File: config.mk
export PLATFORM = sky130hd
export DESIGN_NAME = lcd_text_engine_flat
export DESIGN_NICKNAME = d
export VERILOG_FILES = /design/src/rtl/lcd_text_engine_if.sv /design/src/rtl/lcd_text_engine.sv /design/src/flat_wrapper.sv
export SDC_FILE = /design/constraint.sdc
export NUM_CORES = 1
export LEC_CHECK = 0
export CAP_MARGIN = 40
export CORE_MARGIN = 4
export CORE_UTILIZATION = 30
export CTS_CLUSTER_DIAMETER = 80
export DETAILED_ROUTE_END_ITERATION = 10
export GPL_TIMING_DRIVEN = 0
export PLACE_DENSITY = 0.47
export SLEW_MARGIN = 20
export SYNTH_ARGS = -nofsm -noshare
export SYNTH_HDL_FRONTEND = slang
export SYNTH_SLANG_ARGS = --single-unit
File: constraint.sdc
create_clock -name CLOCK_50MHZ -period 29.1 [get_ports CLOCK_50MHZ]
set_input_delay 2.91 -clock CLOCK_50MHZ [delete_from_list [all_inputs] [get_ports CLOCK_50MHZ]]
set_output_delay 2.91 -clock CLOCK_50MHZ [all_outputs]
set_load 0.1 [all_outputs]
File: src/rtl/lcd_text_engine_if.sv
// rtl/lcd_text_engine_if.sv - host write port into the LCD text buffer
interface lcd_text_engine_if #(
    parameter int ADDR_W = 5
);
    logic              WR_VALID;
    logic              WR_READY;
    logic [ADDR_W-1:0] WR_ADDR;
    logic [7:0]        WR_CHAR;

    modport master (output WR_VALID, WR_ADDR, WR_CHAR, input WR_READY);
    modport slave  (input WR_VALID, WR_ADDR, WR_CHAR, output WR_READY);
endinterface

File: src/rtl/lcd_text_engine.sv
// rtl/lcd_text_engine.sv - HD44780 8-bit text LCD driver with host-writable 2-line buffer
module lcd_text_engine #(
    parameter int          COLS         = 16,
    parameter int          ADDR_W       = 5,
    parameter int unsigned POWERUP_WAIT = 750000,
    parameter int unsigned INIT_WAIT_1  = 205000,
    parameter int unsigned INIT_WAIT_2  = 5000,
    parameter int unsigned E_PULSE      = 12,
    parameter int unsigned CMD_WAIT     = 2000,
    parameter int unsigned CLEAR_WAIT   = 82000,
    parameter int unsigned REFRESH_WAIT = 500000,
    parameter int unsigned SCROLL_HOLD  = 25000000
) (
    input  logic             CLOCK_50MHZ,
    input  logic             BUTTON_SOUTH,
    lcd_text_engine_if.slave wr,
    input  logic             SCROLL_EN,
    output logic             INIT_DONE,
    output logic [7:0]       LCD_DATA_BIT,
    output logic             LCD_ENABLE,
    output logic             LCD_REGISTER_SELECT,
    output logic             LCD_READ_WRITE
);
    typedef enum logic [3:0] {
        S_PWR, S_I1, S_I2, S_I3, S_FSET, S_ENTRY, S_DISP, S_CLR,
        S_L0ADDR, S_L0, S_L1ADDR, S_L1, S_SHIFT, S_HOME, S_IDLE
    } state_t;
    typedef enum logic {PH_PULSE, PH_WAIT} phase_t;

    localparam int                DEPTH      = 2 ** ADDR_W;
    localparam logic [ADDR_W:0]   BUF_LEN    = (ADDR_W + 1)'(2 * COLS);
    localparam logic [ADDR_W-1:0] LAST_COL   = ADDR_W'(COLS - 1);
    localparam logic [ADDR_W-1:0] LINE1_BASE = ADDR_W'(COLS);
    localparam logic [31:0]       E_LEN      = (E_PULSE == 0) ? 32'd1 : 32'(E_PULSE);

    state_t            st, st_n;
    phase_t            ph, ph_n;
    logic [31:0]       cnt, cnt_n;
    logic [ADDR_W-1:0] col, col_n, rd_idx;
    logic [7:0]        db_q, db_n;
    logic              rs_q, rs_n, e_q, e_n, done_q, done_n;
    logic              shifted, shifted_n, ready_q, advance;
    logic [7:0]        buf_mem [0:DEPTH-1];

    // Last counter value of the post-command wait for each state; a zero wait still lasts one cycle.
    function automatic logic [31:0] wait_last(input state_t s);
        int unsigned n;
        case (s)
            S_PWR:          n = POWERUP_WAIT;
            S_I1:           n = INIT_WAIT_1;
            S_I2:           n = INIT_WAIT_2;
            S_CLR, S_HOME:  n = CLEAR_WAIT;
            S_SHIFT:        n = SCROLL_HOLD;
            S_IDLE:         n = REFRESH_WAIT;
            default:        n = CMD_WAIT;
        endcase
        return (n == 0) ? 32'd0 : 32'(n - 1);
    endfunction

    always_ff @(posedge CLOCK_50MHZ or posedge BUTTON_SOUTH) begin
        if (BUTTON_SOUTH) begin
            st      <= S_PWR;
            ph      <= PH_WAIT;
            cnt     <= '0;
            col     <= '0;
            db_q    <= '0;
            rs_q    <= 1'b0;
            e_q     <= 1'b0;
            done_q  <= 1'b0;
            shifted <= 1'b0;
            ready_q <= 1'b0;
            for (int i = 0; i < DEPTH; i++) buf_mem[i] <= 8'h20;
        end else begin
            st      <= st_n;
            ph      <= ph_n;
            cnt     <= cnt_n;
            col     <= col_n;
            db_q    <= db_n;
            rs_q    <= rs_n;
            e_q     <= e_n;
            done_q  <= done_n;
            shifted <= shifted_n;
            ready_q <= 1'b1;
            if (wr.WR_VALID && ready_q && ({1'b0, wr.WR_ADDR} < BUF_LEN))
                buf_mem[wr.WR_ADDR] <= wr.WR_CHAR;
        end
    end

    always_comb begin
        st_n      = st;
        ph_n      = ph;
        cnt_n     = cnt + 32'd1;
        col_n     = col;
        db_n      = db_q;
        rs_n      = rs_q;
        e_n       = e_q;
        done_n    = done_q;
        shifted_n = shifted;
        advance   = 1'b0;
        rd_idx    = '0;

        if (ph == PH_PULSE) begin
            e_n = 1'b1;
            if (cnt == E_LEN) begin
                e_n   = 1'b0;
                ph_n  = PH_WAIT;
                cnt_n = '0;
            end
        end else if (cnt == wait_last(st)) begin
            advance = 1'b1;
        end

        if (advance) begin
            cnt_n = '0;
            ph_n  = PH_PULSE;
            unique case (st)
                S_PWR:    st_n = S_I1;
                S_I1:     st_n = S_I2;
                S_I2:     st_n = S_I3;
                S_I3:     st_n = S_FSET;
                S_FSET:   st_n = S_ENTRY;
                S_ENTRY:  st_n = S_DISP;
                S_DISP:   st_n = S_CLR;
                S_CLR: begin
                    st_n   = S_L0ADDR;
                    done_n = 1'b1;
                end
                S_L0ADDR: begin
                    st_n  = S_L0;
                    col_n = '0;
                end
                S_L0: begin
                    if (col == LAST_COL) st_n = S_L1ADDR;
                    else                 col_n = col + 1'b1;
                end
                S_L1ADDR: begin
                    st_n  = S_L1;
                    col_n = '0;
                end
                S_L1: begin
                    if (col != LAST_COL) begin
                        col_n = col + 1'b1;
                    end else if (SCROLL_EN) begin
                        st_n      = S_SHIFT;
                        shifted_n = 1'b1;
                    end else if (shifted) begin
                        st_n      = S_HOME;
                        shifted_n = 1'b0;
                    end else begin
                        st_n = S_IDLE;
                        ph_n = PH_WAIT;
                    end
                end
                S_HOME: begin
                    st_n = S_IDLE;
                    ph_n = PH_WAIT;
                end
                default:  st_n = S_L0ADDR;
            endcase

            // RS/DB are latched only on the edge that starts a new byte.
            if (ph_n == PH_PULSE) begin
                rd_idx = (st_n == S_L1) ? (col_n + LINE1_BASE) : col_n;
                rs_n   = (st_n == S_L0) || (st_n == S_L1);
                case (st_n)
                    S_I1, S_I2, S_I3, S_FSET: db_n = 8'h38;
                    S_ENTRY:                  db_n = 8'h06;
                    S_DISP:                   db_n = 8'h0C;
                    S_CLR:                    db_n = 8'h01;
                    S_L0ADDR:                 db_n = 8'h80;
                    S_L1ADDR:                 db_n = 8'hC0;
                    S_SHIFT:                  db_n = 8'h18;
                    S_HOME:                   db_n = 8'h02;
                    S_L0, S_L1:               db_n = buf_mem[rd_idx];
                    default:                  db_n = db_q;
                endcase
            end
        end
    end

    assign wr.WR_READY           = ready_q;
    assign INIT_DONE             = done_q;
    assign LCD_DATA_BIT          = db_q;
    assign LCD_ENABLE            = e_q;
    assign LCD_REGISTER_SELECT   = rs_q;
    assign LCD_READ_WRITE        = 1'b0;
endmodule

File: src/flat_wrapper.sv
// flat-port wrapper written by rule: the top's interface ports become plain ports
module lcd_text_engine_flat 
#(
    parameter int          COLS         = 16,
    parameter int          ADDR_W       = 5,
    parameter int unsigned POWERUP_WAIT = 750000,
    parameter int unsigned INIT_WAIT_1  = 205000,
    parameter int unsigned INIT_WAIT_2  = 5000,
    parameter int unsigned E_PULSE      = 12,
    parameter int unsigned CMD_WAIT     = 2000,
    parameter int unsigned CLEAR_WAIT   = 82000,
    parameter int unsigned REFRESH_WAIT = 500000,
    parameter int unsigned SCROLL_HOLD  = 25000000
)
  (CLOCK_50MHZ, BUTTON_SOUTH, SCROLL_EN, INIT_DONE, LCD_DATA_BIT, LCD_ENABLE, LCD_REGISTER_SELECT, LCD_READ_WRITE, wr_WR_VALID, wr_WR_ADDR, wr_WR_CHAR, wr_WR_READY);
  lcd_text_engine_if #(.ADDR_W(ADDR_W)) wr_i ();
  input  logic CLOCK_50MHZ;
  input  logic BUTTON_SOUTH;
  input  logic SCROLL_EN;
  output logic INIT_DONE;
  output logic [7:0] LCD_DATA_BIT;
  output logic LCD_ENABLE;
  output logic LCD_REGISTER_SELECT;
  output logic LCD_READ_WRITE;
  input wire logic [$bits(wr_i.WR_VALID)-1:0] wr_WR_VALID;
  input wire logic [$bits(wr_i.WR_ADDR)-1:0] wr_WR_ADDR;
  input wire logic [$bits(wr_i.WR_CHAR)-1:0] wr_WR_CHAR;
  output wire logic [$bits(wr_i.WR_READY)-1:0] wr_WR_READY;
  assign wr_i.WR_VALID = wr_WR_VALID;
  assign wr_i.WR_ADDR = wr_WR_ADDR;
  assign wr_i.WR_CHAR = wr_WR_CHAR;
  assign wr_WR_READY = wr_i.WR_READY;
  lcd_text_engine #(.COLS(COLS), .ADDR_W(ADDR_W), .POWERUP_WAIT(POWERUP_WAIT), .INIT_WAIT_1(INIT_WAIT_1), .INIT_WAIT_2(INIT_WAIT_2), .E_PULSE(E_PULSE), .CMD_WAIT(CMD_WAIT), .CLEAR_WAIT(CLEAR_WAIT), .REFRESH_WAIT(REFRESH_WAIT), .SCROLL_HOLD(SCROLL_HOLD)) u_core (.CLOCK_50MHZ(CLOCK_50MHZ), .BUTTON_SOUTH(BUTTON_SOUTH), .wr(wr_i), .SCROLL_EN(SCROLL_EN), .INIT_DONE(INIT_DONE), .LCD_DATA_BIT(LCD_DATA_BIT), .LCD_ENABLE(LCD_ENABLE), .LCD_REGISTER_SELECT(LCD_REGISTER_SELECT), .LCD_READ_WRITE(LCD_READ_WRITE));
endmodule
Word-level counts from Yosys, hierarchy flattened:

Index checks and enable logic that the tools add are counted.

* add/subtract/negate cells: 4
* $mul: 0
* divide/modulo/power cells: 0
* magnitude comparators: 3
* eq/ne operators: 31
* shifts and indexed selects: 0
* multiplexer cells: 36
* bitwise gates (word level): 4
* reductions and logical operators: 14

Operators with widths (count)
* $bwmux 256: 1
* $mux 32: 5
* $pmux 25 s6: 1
* $pmux 8 s9: 1
* $eq 4x4->1 const B: 13
* $pmux 4 s12: 1
* $bmux 8 s5: 1
* $demux 8 s5: 1
* $add 32x1->32 const B: 1
* $eq 32x32->1: 1
* $eq 32x4->1 const B: 1
* $eq 4x3->1 const B: 8
* $logic_not 32->1: 1
* $sub 32x1->32 const B: 1
* $mux 8: 3
* $mux 5: 4
* $eq 4x2->1 const B: 4
* $mux 4: 4
* $pmux 5 s3: 1
* $ge 6x6->1 const B: 2
* $not 5->6: 2
* $mux 1: 11
* $reduce_bool 9->1: 1
* $eq 4x1->1 const B: 2
* other kinds (15): 21

* register bits: 311
* latch bits: 0
* bits in writable memories: 0
* ROM bits: 0
* output and inout bits: 13
* word-level logic and storage cells: 134
* memories kept: 0

Longest topological paths before layout:

Gate-level depths: netlist of the first run.

* depth after elaboration: 17
* mapped depth: 16

Least setup slack after synthesis of the first run:

No wires, ideal clock.

* path type: input -> register
* start point: input port SCROLL_EN
* end point: register u_core.db_q[1] (netlist: u_core.LCD_DATA_BIT[1])
* setup time: 0.069 ns
* arrival: 4.562 ns
* data required time: 29.031 ns
* setup slack: 24.469 ns
* stages: 9
* path buffers: 0
* path through: o211ai_1 -> mux2_2 -> nand2_1 -> o311ai_1 -> nand2_1 -> a2111oi_0 -> a21oi_1 -> nand4_1 -> mux2_2

* word-level cells in the longest chain between the ends: 11
* elaborated cells between the ends (all ways): 32
* classes of those cells: eq/ne: 13; mux: 13; bitwise: 2; reduce/logical: 4

RTL lines
* start, declared: RTL line flat_wrapper.sv:19 `input logic SCROLL_EN;`
* $mux 4: RTL line lcd_text_engine.sv:143 `end else if (SCROLL_EN) begin`
* $mux 4: RTL line lcd_text_engine.sv:141 `if (col != LAST_COL) begin`
* $pmux 4 s12: RTL line lcd_text_engine.sv:116 `unique case (st)`
* $mux 4: RTL line lcd_text_engine.sv:113 `if (advance) begin`
* $eq 4x4->1: RTL line lcd_text_engine.sv:163, lcd_text_engine.sv:165
* $mux 5: RTL line lcd_text_engine.sv:163 `rd_idx = (st_n == S_L1) ? (col_n + LINE1_BASE) : col_n;`
* $not 5->6 (not written as such): RTL line lcd_text_engine.sv:174 `S_L0, S_L1: db_n = buf_mem[rd_idx];`
* $bmux 8 s5: RTL line lcd_text_engine.sv:174
* $mux 8 (not written as such) (2 in series): RTL line lcd_text_engine.sv:174
* $pmux 8 s9: RTL line lcd_text_engine.sv:165 `case (st_n)`
* end signal, assigned: RTL line lcd_text_engine.sv:78 `db_q <= db_n;`
* end, declared: RTL line lcd_text_engine.sv:40 `logic [7:0] db_q, db_n;`

Several ways; a longest one is shown, not always the timed one. The select of a mux whose other input is x is not followed.
A chain may end at the register's enable or synchronous reset.

Worst setup path after layout of the first run:

* start point: input port SCROLL_EN
* end point: register u_core.db_q[6] (netlist: u_core.LCD_DATA_BIT[6])

The elaborated chain is that of the path after synthesis.

==> results by group, run 1 <==
Routing
  • First-pass iteration count of the detailed router: 5
  • Via count: 12000
  • Post-Route WL: 52.7 mm
  • 1st-iter DRT viols: 1000
  • DR vias/cell: 5.33
  • Post-route ant nets: 0
  • Residual DRC: 0
  • Drt wl/cell: 23.4 um

Place
  • Buffers on Ports: 25
  • HPWL Detailed: 36.0 mm
  • GP Congestion: 0.851
  • Placed cell area: 17200 um^2

STA
  • RSZ-0062 raised after global routing: false
  • Worst-margin pin slew: 0.881 ns
  • Slew headroom: 41.2%
  • Slew Limit Fails: 0
  • Min Tclk post-route: 5.56 ns
  • Count of final hold-check violations: 0
  • Fmax: 0.180 GHz
  • Fin crit share: 19.1%
  • Final setup violation count: 0
  • Worst Skew: 0.0322 ns
  • Final setup TNS: 0 ns

Pwr
  • Part of the power in combinational logic: 8.5%
  • Cell internal pwr: 0.000798 W
  • Clock share of power: 43.8%
  • Pwr Total: 0.00106 W
  • Leak pwr: 8.02 nW
  • Switching share of total power: 25.0%
  • Max IR drop VDD: 0.0000338 V
  • Reg power frac: 47.6%
  • Power Density: 57.7 nW/um^2
  • Sw power: 0.000266 W

Yosys
  • Syn Area/Cell: 10.8 um^2
  • Ys Warns: 0
  • Ys flop type: dfrtp_1
  • Yosys top cell area share: 44.2%
  • Area leader, netlist: dfrtp_1
  • Register bit total from synthesis: 311
  • Top post-synthesis cells by area: dfrtp_1 (44%), mux2_2 (19%), dfstp_2 (5.5%)
  • Post-Syn Instances: 1452
  • Async set-reset flop share out of synthesis: 100%
  • Post-synth EDFFs: 0
  • Syn Nets: 1473
  • Post-Syn Area: 15800 um^2
  • Post-synthesis sequential area ratio: 49.7%
  • Netlist cell types: 79

Job
  • Max_cap viols: 0

Cells and area
  • Cell area after layout: 18500 um^2
  • Fraction of layout cells with a size suffix above 1: 29.4%
  • NumNets Final: 1562
  • Leading cell types in the layout, fill and taps excluded: dfrtp_1 (278), mux2_2 (270), nand2_1 (229)
  • Area Growth Syn to Fin: 17.2%
  • Most common cell after layout, fill and taps aside: dfrtp_1
  • Layout Utilization: 35.8%

Status
  • Status: completed

Global routing
  • Largest net degree at the start of global routing: 103
  • Initial antenna violation count: 1
  • Total gr overflow: 0
  • GRT Total Usage: 18.5%
  • Vias in the first global route: 12000
  • First-pass GRT wire length: 79.1 mm

Setup path
  • CP max stage delay: 0.73 ns
  • Setup CP Type: primary input to register
  • Worst Path Arrival: 6.07 ns
  • Req. time, crit path: 29.60 ns
  • Slowest CP cell: o311ai_2
  • CP Capture Type: register
  • Crit path cell chain: clkdlybuf4s50_1, o211ai_1, mux2_2, nand2_1, o311ai_2, nand2_1, nor3_1, a31oi_1, nand3_1, mux2_2
  • Crit path max fanout: 6
  • Crit start category: primary input

Floorplanning
  • Core area: 51600 um^2
  • Starting Density: 30.5%
  • Die Y: 237 um
  • # rows: 83
  • Ports: 30
  • Chip Width: 237 um
  • Die area: 56200 um^2

Clock network
  • Hold bufs inserted after CTS: 0
  • Maximum buffer depth of the clock tree: 3
  • Clock sink count: 311
  • CTS tree: built
  • CTS buffer count: 38
  • Clk Latency, worst-skew pair: 0.58 ns
  • CTS Root Cell: clkbuf_16
  • H-tree levels: 2
  • Post-CTS Setup Repair Bufs: 0
  • Clock transition at path regs: 0.06 ns
  • Post-CTS Resized: 0

Min path
  • Hold Path Class: register to register
critical path, delay by kind of cell:
kind / cells / cell delay, ns
AO/OA/AOI/OAI: 3 / 1.14
AND/OR/NAND/NOR: 4 / 1.07
buffers and inverters: 1 / 0.52
multiplexers: 2 / 0.41
metrics by stage:
step	std cells	worst slack, ns	hold WS (ns)
floorplan	1452	17.64	0.447
global placement	2157	13.21	0.454
detailed placement	2181	23.04	0.470
CTS	2250	23.62	0.478
global route	2250	23.40	0.489
finish	2251	23.54	0.478
state kept, by name, indices dropped and copies added (netlist names):
| signal | flops |
|---|---|
| u_core.LCD_ENABLE | 1 |
| u_core.shifted | 1 |
| u_core.buf_mem | 256 |
| u_core.INIT_DONE | 1 |
| u_core.LCD_REGISTER_SELECT | 1 |
| u_core.wr.WR_READY | 1 |
| u_core.col | 5 |
| u_core.cnt | 32 |
| u_core.ph | 1 |
| u_core.LCD_DATA_BIT | 8 |
| u_core.st | 4 |
per-layer routing:
metal / track usage (%) / routed length [um] / vias to the layer above
li1: - / - / 5360
met1: 26.6 / 24600 / 6217
met3: 3.18 / 2910 / 85
met2: 28.4 / 23600 / 328
met4: 6.32 / 1640 / 2
met5: 0 / 9 / -
cells in the mapped netlist, types with 13 or more instances:
cell type / count
nor3_1: 13
buf_2: 39
mux2_2: 270
nand4_1: 20
o21ai_0: 25
dfstp_2: 33
nand3_1: 74
and3_1: 18
a31oi_1: 18
mux2i_1: 46
xor2_1: 15
a32oi_1: 16
clkbuf_1: 55
nand2_1: 229
dfrtp_1: 278
nor2_1: 74
a21oi_1: 24
xnor2_1: 22
inv_1: 16
cell type report:
| cell class | count | area, um^2 |
|---|---|---|
| Multi-Input combinational cell | 1021 | 7430 |
| Inverter | 16 | 67.6 |
| Fill cell | 5134 | 33200 |
| Tap cell | 680 | 851 |
| Buffer | 104 | 473 |
| Sequential cell | 311 | 7820 |
| Clock inverter | 17 | 165 |
| Timing Repair Buffer | 49 | 589 |
| Clock buffer | 52 | 1050 |
| Antenna cell | 1 | 2.50 |
power by group through the flow:
stage          clock [W]  sequential, W  combinational, W
2_1_floorplan          0       0.000507         0.0000702
3_3_place_gp           0       0.000512         0.0000872
3_5_place_dp           0       0.000513         0.0000920
4_1_cts         0.000476       0.000506         0.0000922
5_1_grt         0.000495       0.000511          0.000101
6_report        0.000466       0.000507         0.0000910
kinds of logic (layout without fill, tap and decap cells):
family                     Yosys count  count (layout)  share of synthesized area, %
buffers and inverters              120             238                          3.38
other                                2               3                        0.0477
and+or+nand+nor                    501             501                          14.9
adders and majority gates            4               4                         0.318
AOI/OAI and AO/OA                  158             158                          7.15
DFF                                311             311                          49.7
xor gates and xnor gates            37              37                          2.06
muxes                              319             319                          22.5
worst paths after layout:
kind	start	end	slack (ns)	cells after the start
setup / recovery	SCROLL_EN	u_core.LCD_DATA_BIT[6]	23.54	10
hold / removal	u_core.cnt[31]	u_core.cnt[31]	0.48	1
setup reg to reg	u_core.st[2]	u_core.cnt[11]	24.25	16
hold reg to reg	u_core.cnt[31]	u_core.cnt[31]	0.48	1
max in group asynchronous	BUTTON_SOUTH	u_core.buf_mem[133]	25.18	4
min in group asynchronous	BUTTON_SOUTH	u_core.col[4]	2.70	2
No activity file was read; power rests on OpenSTA's default activity.
==> run 2: changes to the inputs <==
--- a/config.mk
+++ b/config.mk
@@ -11,7 +11,7 @@
 export CTS_CLUSTER_DIAMETER = 80
 export DETAILED_ROUTE_END_ITERATION = 10
 export GPL_TIMING_DRIVEN = 0
-export PLACE_DENSITY = 0.47
+export PLACE_DENSITY = 0.49
 export SLEW_MARGIN = 20
 export SYNTH_ARGS = -nofsm -noshare
 export SYNTH_HDL_FRONTEND = slang
==> constraint.sdc (replaced) <==
create_clock -name CLOCK_50MHZ -period 5 [get_ports CLOCK_50MHZ]
set_input_delay 0.5 -clock CLOCK_50MHZ [delete_from_list [all_inputs] [get_ports CLOCK_50MHZ]]
set_output_delay 0.5 -clock CLOCK_50MHZ [all_outputs]
set_load 0.1 [all_outputs]
==> run 2 against run 1 <==
Against the previous run:
- sequential power increased to 5.8 times the previous value
- register-to-register slack got worse by 24 ns
- clock power increased to 5.6 times the previous value
- global-route usage decreased by 0.32 points
- first-iteration DRC count decreased by 0.50%
- largest power group unchanged
==> results by group, run 2 (synthesis results as in run 1) <==
Status
  • Status: completed (unchanged)

Setup path
  • Setup CP Type: register to register (was primary input to register)
  • Setup slack on the worst flop-to-flop path: 0.30 ns (was 24.25 ns)
  • Crit start category: register (was primary input)
  • Worst Path Arrival: 5.13 ns (was 6.07 ns)
  • Req. time, crit path: 5.43 ns (was 29.60 ns)
  • Crit path max fanout: 10 (was 6)
  • CP Capture Type: register (unchanged)

Clock network
  • Clock sink count: 311 (unchanged)
  • H-tree levels: 2 (unchanged)
  • Clock transition at path regs: 0.06 ns (about the same)
  • CTS tree: built (unchanged)
  • CTS buffer count: 35 (was 38)
  • Post-CTS Resized: 0 (unchanged)
  • Clk Latency, worst-skew pair: 0.56 ns (was 0.58 ns)
  • CTS Root Cell: clkbuf_16 (unchanged)
  • Hold bufs inserted after CTS: 0 (unchanged)
  • Post-CTS Setup Repair Bufs: 0 (unchanged)
  • Maximum buffer depth of the clock tree: 3 (unchanged)

Cells and area
  • Leading cell types in the layout, fill and taps excluded: dfrtp_1 (278), mux2_2 (270), nand2_1 (229) (unchanged)
  • Most common cell after layout, fill and taps aside: dfrtp_1 (unchanged)
  • ANT cells: 0 (was 1)
  • Fin cells: 2257 (was 2251)
  • Top reg by flops: u_core.buf_mem (unchanged)
  • Cell area after layout: 18600 um^2 (was 18500 um^2)
  • Filler cells: 5162 (was 5134)
  • Largest register FFs: 256 (unchanged)
  • Layout Utilization: 36.0% (was 35.8%)
  • NumNets Final: 1572 (was 1562)
  • Area Growth Syn to Fin: 17.9% (was 17.2%)
  • Fraction of layout cells with a size suffix above 1: 29.4% (about the same)

Pwr
  • Max IR drop VDD: 0.000183 V (was 0.0000338 V)
  • Leak pwr: 8.07 nW (was 8.02 nW)
  • Power Density: 327 nW/um^2 (was 57.7 nW/um^2)

STA
  • Fin crit share: 94.0%
  • Slew headroom: 36.5% (was 41.2%)
  • Final setup violation count: 0 (unchanged)
  • Min Tclk post-route: 4.70 ns
  • RSZ-0062 raised after global routing: false (unchanged)
  • Count of final hold-check violations: 0 (unchanged)
  • Slew Limit Fails: 0 (unchanged)
  • Worst Skew: 0.0262 ns (was 0.0322 ns)
  • Fmax: 0.213 GHz
  • Worst-margin pin slew: 0.951 ns (was 0.881 ns)

Floorplanning
  • Die Y: 237 um (unchanged)
  • Starting Density: 30.5% (unchanged)
  • Chip Width: 237 um (unchanged)
  • Ports: 30 (unchanged)
  • Core area: 51600 um^2 (unchanged)
  • # rows: 83 (unchanged)
  • Die area: 56200 um^2 (unchanged)

Global routing
  • Initial antenna violation count: 1 (unchanged)
  • Largest net degree at the start of global routing: 34 (was 103)
  • Total gr overflow: 0 (unchanged)
  • GRT Total Usage: 18.2% (was 18.5%)
  • First-pass GRT wire length: 78.2 mm (was 79.1 mm)
  • Vias in the first global route: 12000 (about the same)

Place
  • HPWL Detailed: 36.5 mm (was 36.0 mm)
  • Placed cell area: 17400 um^2 (was 17200 um^2)
  • Placed cells: 2193 (was 2181)
  • GP Congestion: 0.861 (was 0.851)
  • Buffers on Ports: 25 (unchanged)

Routing
  • DR vias/cell: 5.33 (about the same)
  • Residual DRC: 0 (unchanged)
  • 1st-iter DRT viols: 995 (was 1000)
  • Via count: 12000 (about the same)
  • Post-route ant nets: 0 (unchanged)
  • First-pass iteration count of the detailed router: 5 (unchanged)
  • Drt wl/cell: 23.0 um (was 23.4 um)
  • Post-Route WL: 51.9 mm (was 52.7 mm)

Min path
  • Hold Path Class: primary input to asynchronous set/reset pin (was register to register)

Job
  • Max_cap viols: 0 (unchanged)
## run 2: changes by cell type in the layout (fill, tap and decap cells not counted), sizes merged
| cell | change |
|---|---|
| buf | +13 |
| diode | -1 |
| clkinv | -7 |
| clkbuf | +2 |
| clkinvlp | -1 |
## run 2: worst paths after layout
check | cells after the start | end | start
worst min register to register | 1 | u_core.INIT_DONE | u_core.INIT_DONE
max in group asynchronous | 7 | u_core.buf_mem[232] | BUTTON_SOUTH
worst max-delay path | 16 | u_core.cnt[12] | u_core.st[1]
worst max register to register | 16 | u_core.cnt[12] | u_core.st[1]
min in group CLOCK_50MHZ | 1 | u_core.INIT_DONE | u_core.INIT_DONE
worst min-delay path | 2 | u_core.INIT_DONE | BUTTON_SOUTH
## run 2: area by class of cell
class / instances / area (um^2) / share of cell area, %
Clock buffer: 54 / 1030 / 5.53
Sequential cell: 311 / 7820 / 42.1
Inverter: 16 / 63.8 / 0.344
Timing Repair Buffer: 62 / 787 / 4.24
Clock inverter: 9 / 116 / 0.627
Tap cell: 680 / 851 / 4.58
Multi-Input combinational cell: 1021 / 7420 / 40.0
Buffer: 104 / 473 / 2.55
## run 2: critical path, cell delays in order, from the launching register on
cell      delay, ns
dfrtp_1        0.46
buf_4          0.21
buf_2          0.18
nor2b_1        0.48
o21ai_0        0.28
nand2_1        0.12
ha_1           0.17
xor2_1         0.45
nand4b_1       0.16
o311a_1        0.15
o21ai_0        0.14
nand4b_1       0.27
nor4_2         0.78
or2_2          0.22
buf_2          0.17
buf_2          0.25
nor2_1         0.08
## run 2: per-layer routing
metal  share of wire [%]  routed length [um]  GRT usage (%)
met1                  47               24600           26.4
met2                  44               23000           27.9
met3                 5.4                2820           3.18
met4                 2.9                1520           5.77
met5                   0                   0              0
## run 2: stage by stage
stage	setup WS (ns)	total power (W)	hold slack [ns]	TNS (ns)
after floorplan	0.386	0.00336	0.447	0
after global placement	-2.08	0.00349	0.455	-581.41
after detailed placement	0.388	0.00354	0.468	0
after CTS	0.369	0.00615	0.363	0
after global routing	0.0126	0.00634	0.408	0
final	0.300	0.00608	0.352	0
## run 2: report_power, final
part | internal [W] | switching [W]
clock | 0.00148 | 0.00110
combinational | 0.000295 | 0.000246
sequential | 0.00281 | 0.000137
